--- src/rtl/csr_access_unit.sv ---
// Zicsr read-modify-write initiator between execute and the machine-mode CSR file.
// Latency: response 3 cycles after accept when a write happens, 2 cycles otherwise.
// Backpressure: one request in flight; req_ready low until the response handshake completes.
module csr_access_unit #(
   parameter int XLEN = 32
) (
   input  logic            clk,
   input  logic            rstl,
   input  logic            req_valid,
   output logic            req_ready,
   input  logic [2:0]      req_funct3,
   input  logic [11:0]     req_csr,
   input  logic [4:0]      req_rs1,
   input  logic [XLEN-1:0] req_rs1_val,
   input  logic [4:0]      req_rd,
   output logic            resp_valid,
   input  logic            resp_ready,
   output logic [XLEN-1:0] resp_data,
   output logic [4:0]      resp_rd,
   output logic            resp_rd_we,
   output logic            resp_illegal,
   output logic [11:0]     csr_addr,
   output logic            csr_w,
   output logic [XLEN-1:0] csr_din,
   input  logic [XLEN-1:0] csr_dout
);

   typedef enum logic [1:0] {
      IDLE  = 2'd0,
      READ  = 2'd1,
      WRITE = 2'd2,
      RESP  = 2'd3
   } state_t;

   state_t state;
   state_t state_nxt;

   // Latched request context: operation kind (funct3[1:0]), operand, and pre-decoded flags.
   logic [1:0]      kind;
   logic [XLEN-1:0] operand;
   logic            write_needed;
   logic            illegal;

   // Decode of the incoming request, used only at the accept edge.
   logic            acc_write_needed;
   logic            acc_illegal;
   logic [XLEN-1:0] acc_operand;

   logic [XLEN-1:0] new_val;

   // Decode the offered request: immediate forms use the zero-extended rs1 field as operand.
   always_comb begin
      acc_write_needed = (req_funct3[1:0] == 2'b01) || (req_rs1 != 5'd0);
      acc_illegal      = (req_funct3[1:0] == 2'b00) ||
                         (acc_write_needed && (req_csr[11:10] == 2'b11));
      acc_operand      = req_funct3[2] ? {{(XLEN-5){1'b0}}, req_rs1} : req_rs1_val;
   end

   // Compute the replacement value from the CSR contents read this cycle.
   always_comb begin
      case (kind)
         2'b01:   new_val = operand;
         2'b10:   new_val = csr_dout | operand;
         2'b11:   new_val = csr_dout & ~operand;
         default: new_val = operand;
      endcase
   end

   // State register with synchronous active-low reset.
   always_ff @(posedge clk) begin
      if (!rstl) begin
         state <= IDLE;
      end else begin
         state <= state_nxt;
      end
   end

   // Next-state logic: read always happens, write only when needed and legal.
   always_comb begin
      state_nxt = state;
      case (state)
         IDLE:    if (req_valid) state_nxt = READ;
         READ:    state_nxt = (write_needed && !illegal) ? WRITE : RESP;
         WRITE:   state_nxt = RESP;
         RESP:    if (resp_ready) state_nxt = IDLE;
         default: state_nxt = IDLE;
      endcase
   end

   // Handshake and write strobe; gated by rstl so a reset cycle in WRITE never writes.
   always_comb begin
      req_ready  = rstl && (state == IDLE);
      csr_w      = rstl && (state == WRITE);
      resp_valid = rstl && (state == RESP);
   end

   // Datapath: latch the request at accept, capture the old value and new value in READ.
   always_ff @(posedge clk) begin
      if (!rstl) begin
         kind         <= 2'b00;
         operand      <= '0;
         write_needed <= 1'b0;
         illegal      <= 1'b0;
         csr_addr     <= '0;
         csr_din      <= '0;
         resp_data    <= '0;
         resp_rd      <= '0;
         resp_rd_we   <= 1'b0;
         resp_illegal <= 1'b0;
      end else begin
         case (state)
            IDLE: begin
               if (req_valid) begin
                  kind         <= req_funct3[1:0];
                  operand      <= acc_operand;
                  write_needed <= acc_write_needed;
                  illegal      <= acc_illegal;
                  csr_addr     <= req_csr;
                  resp_rd      <= req_rd;
               end
            end
            READ: begin
               resp_data    <= illegal ? '0 : csr_dout;
               resp_illegal <= illegal;
               resp_rd_we   <= !illegal && (resp_rd != 5'd0);
               if (write_needed && !illegal) begin
                  csr_din <= new_val;
               end
            end
            default: begin
            end
         endcase
      end
   end

endmodule

--- config.mk ---
export PLATFORM = sky130hd
export DESIGN_NAME = csr_access_unit
export DESIGN_NICKNAME = d
export VERILOG_FILES = /design/src/rtl/csr_access_unit.sv
export SDC_FILE = /design/constraint.sdc
export NUM_CORES = 1
export LEC_CHECK = 0
export CORE_ASPECT_RATIO = 1.75
export CORE_MARGIN = 2
export CORE_UTILIZATION = 25
export CTS_BUF_LIST = sky130_fd_sc_hd__clkbuf_4
export CTS_CLUSTER_DIAMETER = 200
export CTS_CLUSTER_SIZE = 24
export DETAILED_ROUTE_END_ITERATION = 8
export PLACE_DENSITY_LB_ADDON = 0.3
export SYNTH_ARGS = -nofsm -noshare
export SYNTH_HDL_FRONTEND = slang
export SYNTH_SLANG_ARGS = --single-unit
--- constraint.sdc ---
create_clock -name clk -period 3.1 [get_ports clk]
set_clock_uncertainty 0.15 [all_clocks]
set_input_delay 0.465 -clock clk [delete_from_list [all_inputs] [get_ports clk]]
set_output_delay 0.465 -clock clk [all_outputs]
set_load 0.01 [all_outputs]
==> flow_summary.yaml, run 1 <==
status:
  status: "completed"
critical_path:
  critical-path-top-delay-family: "buffers and inverters"
  crit_buf_inv: 2
  crit_chain: "inv_1 -> ha_1 -> and2_1 -> clkdlybuf4s50_1"
  slowest_stage: "clkdlybuf4s50_1"
  crit_path_end_kind: "output port"
  worstPathArrival_ps: 1900
  slowest_delay_ps: 530
  r2r-start: "state[1]$_SDFFE_PN0P_"
  crit_fanout: 4
  startpoint: "state[0]$_SDFFE_PN0P_"
  cp-start-kind: "flop"
  crit_required_ps: 2480
  crit_type: "reg -> out"
global_routing:
  grt_pass1_vias: 4400
  grt.overflow.total: 0
  antenna_found_initial: 1
  gr-usage-all-layers: 0.160
  grt_pass1_wl_um: 24800
  grt_max_degree: 37
cts:
  postCtsSetupRepairBufs: 0
  numCtsBuffers: 17
  clock_sinks: 121
  clk_path_buf_depth: 2
  cts_tree: "yes"
  hold_buffers: 0
  clock-root-buffer: "clkbuf_4"
  post_cts_resized: 0
  clkLatencyLatePin_ps: 510
  htreeDepth: 4
  clkTransAtPathRegs_ps: 120
synth:
  netlist_instances: 558
  synthFlopType: "dfxtp_1"
  avgSynthCellArea_um2: 8.69
  synth_fp_nets: 656
  ys_seq_area_frac: 0.500
  synth_seq_cells: 121
  synth_cell_type_count: 33
  syn_area_mm2: 0.00485
  synth_edf_count: 0
  async_flop_share: 0
  yosysWarnings: 0
final_layout:
  drive_gt1_frac: 0.0721
  syn_to_final_growth_pct: 48.3
  nNetsFinal: 820
  stdcell_count: 977
  fin_util: 0.376
floorplan:
  ioPinCount: 179
  die_h_um: 188
  initial_core_util: 0.254
  die_w_um: 109
  die_area_mm2: 0.0206
  core_area_mm2: 0.0191
  row_count: 67
sta:
  rsz0062_at_grt: "false"
  min_period_ps: 2520
  worst-slew-pin-transition_ps: 765
  holdWs_ps: 311
  hold_viol_final: 0
  max_freq_mhz: 398
  slew_headroom: 0.488
  setup_viol: 0
  setup_tns_ps: 0
  fin_crit_sh: 0.811
  maxSlewViolCount: 0
route:
  wl_per_cell_um: 16.8
  routed_via_density: 4.62
  wl_met2_um: 8920
  drtIter0Drc: 187
  wl_met1_um: 6400
  num_vias: 4515
  drc: 0
  ant_nets: 0
  top_layer_used: "met4"
  drt-total-wl_um: 16400
  wl_met3_um: 700
  drt_first_pass_iters: 4
power:
  p_leak_nw: 2.65
  power_mw: 5.02
  ir_drop_uv: 407
  power_density_mw_per_mm2: 699
min_path:
  hold_class: "reg -> reg"
  worstHoldStart: "csr_addr[6]$_SDFFE_PN0P_"
placement:
  routabilityCongestion: 0.748
  dp.cells: 944
  hpwl_um: 11300
  numPortBuffers: 178
job:
  drv_cap: 0
==> power by group <==
part | switching, mW | internal (mW)
combinational | 0.934 | 0.826
clock | 0.648 | 0.655
sequential | 0.152 | 1.81
total | 1.73 | 3.29
==> worst paths after layout <==
path,cells after the start,end,slack [ps]
worst min register to register,2,csr_addr[6]$_SDFFE_PN0P_,310
worst max register to register,6,resp_data[0]$_SDFFE_PN0P_,860
worst min-delay path,2,csr_addr[6]$_SDFFE_PN0P_,310
worst max-delay path,4,req_ready,580
==> tightest hold or removal path, stage by stage, from the launching register on <==
cell	delay [ps]
dfxtp_1	330
nand2_1	50
a21oi_1	50
==> Yosys cell counts, types with 2 or more instances <==
library cell | count | share of area
or4_1 | 2 | 0.0031
dfxtp_1 | 121 | 0.50
buf_6 | 4 | 0.0093
a22o_1 | 31 | 0.056
a211oi_1 | 5 | 0.0077
mux2i_1 | 7 | 0.014
inv_1 | 3 | 0.0023
a21oi_1 | 144 | 0.15
ha_1 | 5 | 0.013
and2_1 | 5 | 0.0065
clkbuf_1 | 18 | 0.014
nor2_1 | 41 | 0.032
nand3b_1 | 28 | 0.043
nand2b_1 | 3 | 0.0039
nand2_1 | 67 | 0.052
nor2b_1 | 32 | 0.041
buf_2 | 21 | 0.022
and2b_1 | 4 | 0.0062
o21ai_0 | 3 | 0.0031
==> metal layers <==
| layer | vias to the layer above | global-route usage |
|---|---|---|
| met5 | - | 0 |
| met2 | 128 | 0.289 |
| met3 | 15 | 0.0356 |
| met1 | 2112 | 0.181 |
| li1 | 2260 | - |
| met4 | 0 | 0.0579 |
==> layout by cell type, fill, tap and decap left out, types with 10 or more instances in the layout <==
cell,count
dfxtp_1,121
buf_4,10
clkbuf_4,18
nand3b_1,28
clkdlybuf4s50_1,178
nand2_1,66
nor2b_1,31
a21oi_1,144
a22o_1,31
nor2_1,40
==> logic make-up (layout without fill, tap and decap cells) <==
| logic type | after synthesis | in the layout | share of synthesized area |
|---|---|---|---|
| AO/OA/AOI/OAI | 187 | 187 | 0.222 |
| other | 0 | 1 | 0 |
| flip-flops | 121 | 121 | 0.500 |
| buffers and inverters | 50 | 227 | 0.0514 |
| adder cells (fa/ha/maj) | 5 | 5 | 0.0129 |
| multiplexers | 7 | 7 | 0.0145 |
| AND/OR/NAND/NOR | 188 | 188 | 0.200 |
==> area by class of cell <==
| cell class | count | area, um2 |
|---|---|---|
| Fill cell | 1993 | 11900 |
| Inverter | 4 | 16.3 |
| Clock inverter | 14 | 196 |
| Sequential cell | 121 | 2420 |
| Tap cell | 241 | 302 |
| Antenna cell | 1 | 2.50 |
| Timing Repair Buffer | 191 | 1920 |
| Multi-Input combinational cell | 387 | 2200 |
| Clock buffer | 18 | 135 |
==> state kept, by name, indices dropped and copies added (netlist names) <==
register      count
write_needed      1
resp_rd           5
kind              2
resp_rd_we        1
csr_addr         12
resp_data        32
operand          32
state             2
illegal           1
resp_illegal      1
csr_din          32
==> per-stage QoR <==
stage	setup WS [ps]	cell area, um2
3_5_place_dp	697	6850
5_1_grt	466	7190
2_1_floorplan	1460	4850
3_3_place_gp	748	6850
6_report	585	7190
4_1_cts	523	7190
No activity file was read; power rests on OpenSTA's default activity.
==> run 2: changes to the inputs <==
==> constraint.sdc (replaced) <==
create_clock -name clk -period 2.5 [get_ports clk]
set_clock_uncertainty 0.15 [all_clocks]
set_input_delay 0.375 -clock clk [delete_from_list [all_inputs] [get_ports clk]]
set_output_delay 0.375 -clock clk [all_outputs]
set_load 0.01 [all_outputs]
==> run 2 against run 1 <==
Against the previous run: flip-flop and latch count stayed put; clock power up 26%; power grew 26%; worst setup slack got worse by 440 ps; global-route usage shrank 0.14 points; register-to-register slack got worse by 380 ps; wire length is 2.2% lower; critical path depth did not move.
==> flow_summary.yaml, run 2 (same netlist as run 1, synthesis figures left out) <==
critical_path:
  r2r_slack_ps: 480
  worstPathArrival_ps: 1830
  crit_fanout: 5
  crit_chain: "inv_1 -> ha_4 -> and2_1 -> clkdlybuf4s50_1"
  slowest_stage: "clkdlybuf4s50_1"
  crit_type: "reg -> out"
  reg2reg_depth: 7
  r2r-start: "state[1]$_SDFFE_PN0P_"
  crit_required_ps: 1980
  slowest_delay_ps: 530
  critical-path-top-delay-family: "buffers and inverters"
  crit_path_end_kind: "output port"
  crit_buf_inv: 2
  cp-start-kind: "flop"
  rr_endpoint: "resp_rd_we$_SDFFE_PN0P_"
power:
  power_switching_share: 0.329
  p_seq_frac: 0.386
  intPower_mw: 4.24
  p_clk_frac: 0.259
  combPwrFrac: 0.355
  power_density_mw_per_mm2: 872
  p_leak_nw: 2.68
  ir_drop_uv: 545
  switchingPower_mw: 2.08
global_routing:
  grt.overflow.total: 0
  grt_max_degree: 90
  grt_pass1_wl_um: 24500
  antenna_found_initial: 1
  grt_pass1_vias: 4442
  gr-usage-all-layers: 0.159
route:
  drt-total-wl_um: 16000
  drtIter0Drc: 170
  drc: 0
  num_vias: 4448
  drt_first_pass_iters: 6
  routed_via_density: 4.55
  wl_per_cell_um: 16.4
  ant_nets: 0
cts:
  clock_sinks: 121
  clkLatencyLatePin_ps: 520
  clk_path_buf_depth: 2
  clkTransAtPathRegs_ps: 120
  clock-root-buffer: "clkbuf_4"
  htreeDepth: 4
  postCtsSetupRepairBufs: 0
  cts_tree: "yes"
  numCtsBuffers: 17
min_path:
  hold_class: "in -> reg"
  hold_end: "csr_addr[7]$_SDFFE_PN0P_"
  worstHoldPathCells: 3
  worstHoldStart: "req_csr[7]"
floorplan:
  core_area_mm2: 0.0191
  row_count: 67
  ioPinCount: 179
  die_w_um: 109
  die_h_um: 188
  initial_core_util: 0.254
  die_area_mm2: 0.0206
final_layout:
  regArea_mm2: 0.00242
  final_common_cell: "clkdlybuf4s50_1"
  syn_to_final_growth_pct: 49.4
  reg_top3: "csr_din x32, operand x32, resp_data x32"
  drive_gt1_frac: 0.0774
  final_cell_mix: "178 x clkdlybuf4s50_1, 144 x a21oi_1, 119 x dfxtp_1"
  multi_input_area_mm2: 0.00221
  nNetsFinal: 822
  n_fill_cell: 2010
sta:
  fin_crit_sh: 0.941
  setup_viol: 0
  setup_tns_ps: 0
  max_freq_mhz: 425
  min_period_ps: 2350
  worst_slack_ps: 146
  maxSlewViolCount: 0
  holdWs_ps: 240
  hold_viol_final: 0
  rsz0062_at_grt: "false"
  worst-slew-pin-transition_ps: 602
  slew_headroom: 0.597
placement:
  hpwl_um: 11000
  pre_cts_ws_ps: 425
  numPortBuffers: 178
  routabilityCongestion: 0.760
job:
  drv_cap: 0
status:
  status: "completed"
## run 2: cell types whose count changed in the layout (fill, tap and decap cells not counted), moves of 2 or more
| cell | previous run | this run |
|---|---|---|
| dfxtp_2 | 0 | 2 |
| clkinv_4 | 4 | 0 |
| clkinvlp_4 | 2 | 0 |
| buf_12 | 3 | 5 |
| clkbuf_4 | 18 | 20 |
| inv_6 | 2 | 0 |
| clkinv_2 | 2 | 5 |
| dfxtp_1 | 121 | 119 |
## run 2: cell type report
cell class	instances	share of cell area
repair buffers	193	0.270
well taps	241	0.0417
diodes	1	0.000346
clock buffers	20	0.0207
clock inverters	11	0.0245
flip-flops and latches	121	0.335
multi-input cells	387	0.305
inverters	4	0.00225
## run 2: routing by layer
| layer | share of wire | GRT usage | vias to the layer above | routed length, um |
|---|---|---|---|---|
| met5 | 0 | 0 | - | 0 |
| met4 | 0.019 | 0.0618 | 0 | 297 |
| met3 | 0.043 | 0.0342 | 13 | 695 |
| met2 | 0.56 | 0.298 | 113 | 8950 |
| met1 | 0.38 | 0.168 | 2058 | 6090 |
| li1 | - | - | 2264 | - |
## run 2: worst min-delay path, delay by kind of cell
| kind | cells | cell delay (ps) |
|---|---|---|
| simple gates | 1 | 50 |
| buf+inv | 1 | 400 |
| compound gates | 1 | 50 |
## run 2: stage by stage
step | utilization | total power [mW] | std cells | instance area [um2]
after CTS | 0.378 | 6.43 | 977 | 7230
final | 0.379 | 6.31 | 978 | 7240
after floorplan | - | 3.68 | 558 | 4850
after detailed placement | 0.361 | 4.73 | 946 | 6890
after global routing | 0.379 | 6.75 | 978 | 7240
after global placement | 0.361 | 4.72 | 946 | 6890
## run 2: worst max path at each step
stage | to | depth (start not counted) | from
after global routing | req_ready | 4 | state[1]$_SDFFE_PN0P_
final | req_ready | 4 | state[1]$_SDFFE_PN0P_
after detailed placement | req_ready | 3 | rstl
after CTS | req_ready | 4 | state[0]$_SDFFE_PN0P_
after floorplan | csr_din[10]$_SDFFE_PN0P_ | 8 | state[1]$_SDFFE_PN0P_
after global placement | csr_w | 3 | rstl
## run 2: power groups by stage
stage	Sequential, mW	Combinational [mW]	Clock [mW]
5_1_grt	2.48	2.48	1.79
2_1_floorplan	2.55	1.13	0
3_5_place_dp	2.48	2.25	0
3_3_place_gp	2.47	2.24	0
4_1_cts	2.44	2.27	1.72
6_report	2.44	2.24	1.64
## run 2: timing repair
item | CTS | global route
resized for setup | 2 | 3
hold buffers | 0 | 0
setup endpoints to repair | 1 | 1
==> run 3: changes to the inputs <==
--- a/config.mk
+++ b/config.mk
@@ -7,7 +7,7 @@
 export LEC_CHECK = 0
 export CORE_ASPECT_RATIO = 1.75
 export CORE_MARGIN = 2
-export CORE_UTILIZATION = 25
+export CORE_UTILIZATION = 35
 export CTS_BUF_LIST = sky130_fd_sc_hd__clkbuf_4
 export CTS_CLUSTER_DIAMETER = 200
 export CTS_CLUSTER_SIZE = 24
==> constraint.sdc (replaced) <==
create_clock -name clk -period 2.59 [get_ports clk]
set_clock_uncertainty 0.15 [all_clocks]
set_input_delay 0.3885 -clock clk [delete_from_list [all_inputs] [get_ports clk]]
set_output_delay 0.3885 -clock clk [all_outputs]
set_load 0.01 [all_outputs]
==> run 3 against run 2 <==
Against the previous run: register-to-register slack better by 140 ps; sequential power shrank 4%; clock power decreased by 16%; count of clock-buffer cells in the layout shrank 3; highest routed layer unchanged; final cell count down 6.7%; first-iteration DRC count increased by 8.8%; largest power group unchanged; sequential share of layout area grew 0.79 points; worst setup slack improved by 14 ps.
==> flow_summary.yaml, run 3 (same netlist as run 1, synthesis figures left out) <==
floorplan:
  initial_core_util: 0.360
  die_w_um: 93.0
  die_h_um: 160
  core_area_mm2: 0.0135
  die_area_mm2: 0.0148
  ioPinCount: 179
  row_count: 56
route:
  wl_met2_um: 8120
  drtIter0Drc: 185
  num_vias: 4657
  wl_met1_um: 5530
  ant_nets: 0
  drt-total-wl_um: 14900
  drt_first_pass_iters: 4
  wl_met3_um: 826
  wl_per_cell_um: 16.3
  routed_via_density: 5.11
  drc: 0
  top_layer_used: "met4"
critical_path:
  crit_required_ps: 2050
  reg2reg_depth: 6
  r2r-start: "state[1]$_SDFFE_PN0P_"
  startpoint: "state[0]$_SDFFE_PN0P_"
  crit_type: "reg -> out"
  rr_endpoint: "resp_data[18]$_SDFFE_PN0P_"
  cp-start-kind: "flop"
  worstPathArrival_ps: 1890
  crit_fanout: 4
  r2r_slack_ps: 620
  crit_path_end_kind: "output port"
  endpoint: "req_ready"
sta:
  slew_headroom: 0.650
  rsz0062_at_grt: "false"
  max_freq_mhz: 412
  min_period_ps: 2430
  maxSlewViolCount: 0
  fin_crit_sh: 0.938
  worst-slew-pin-transition_ps: 524
  hold_viol_final: 0
  setup_viol: 0
  holdWs_ps: 256
  setup_tns_ps: 0
global_routing:
  grt.overflow.total: 0
  grt_pass1_wl_um: 23900
  grt_pass1_vias: 4642
  grt_max_degree: 61
  gr-usage-all-layers: 0.205
  antenna_found_initial: 1
cts:
  cts_tree: "yes"
  post_cts_resized: 0
  clock-root-buffer: "clkbuf_4"
  clock_sinks: 121
  hold_buffers: 0
  clkTransAtPathRegs_ps: 120
  htreeDepth: 4
  clk_path_buf_depth: 2
  postCtsSetupRepairBufs: 0
  numCtsBuffers: 17
  clkLatencyLatePin_ps: 510
job:
  drv_cap: 0
final_layout:
  postLayoutCellArea_mm2: 0.00707
  drive_gt1_frac: 0.0773
  nNetsFinal: 822
  syn_to_final_growth_pct: 45.8
  reg_top3: "csr_din x32, operand x32, resp_data x32"
  final_common_cell: "clkdlybuf4s50_1"
  final_cell_mix: "178 x clkdlybuf4s50_1, 144 x a21oi_1, 121 x dfxtp_1"
placement:
  numPortBuffers: 178
  hpwl_um: 10700
  dpl-instance-area_mm2: 0.00677
  routabilityCongestion: 0.777
status:
  status: "completed"
power:
  power_mw: 5.80
  p_leak_nw: 2.63
  power_density_mw_per_mm2: 821
  ir_drop_uv: 849
min_path:
  hold_class: "in -> reg"
## run 3: worst min-delay path by stage
stage	startpoint	endpoint	slack, ps	cells past startpoint
detailed placement	csr_addr[0]$_SDFFE_PN0P_	csr_addr[0]$_SDFFE_PN0P_	300	2
finish	req_csr[6]	csr_addr[6]$_SDFFE_PN0P_	260	3
global route	req_rd[1]	resp_rd[1]$_SDFFE_PN0P_	210	3
global placement	csr_addr[6]$_SDFFE_PN0P_	csr_addr[6]$_SDFFE_PN0P_	290	2
floorplan	operand[31]$_SDFFE_PN0P_	operand[31]$_SDFFE_PN0P_	290	2
CTS	req_csr[6]	csr_addr[6]$_SDFFE_PN0P_	200	3
## run 3: power breakdown
part           internal (mW)  switching [mW]  total, mW
combinational          0.992            1.09       2.08
sequential              2.17           0.184       2.35
clock                  0.592           0.775       1.37
## run 3: worst max-delay path, stage by stage, from the launching register on
cell	delay [ps]
dfxtp_1	360
inv_1	140
ha_2	220
and2_1	130
clkdlybuf4s50_1	530
## run 3: metal layers
layer,vias up,track usage
met2,144,0.370
met1,2219,0.219
met3,25,0.0604
met4,0,0.0842
met5,-,0
li1,2269,-
## run 3: layout make-up
class | count | area [um2]
diodes | 1 | 2.50
clock buffers | 17 | 128
clock inverters | 15 | 166
fillers | 1302 | 6390
inverters | 4 | 15.0
multi-input cells | 387 | 2190
flip-flops and latches | 121 | 2420
well taps | 174 | 218
repair buffers | 193 | 1920
## run 3: per-stage QoR
stage           util  worst slack [ps]  instances
2_1_floorplan      -               951        558
3_3_place_gp   0.503               322        879
3_5_place_dp   0.503               317        879
4_1_cts        0.525              78.0        911
5_1_grt        0.525              1.72        912
6_report       0.525               160        912
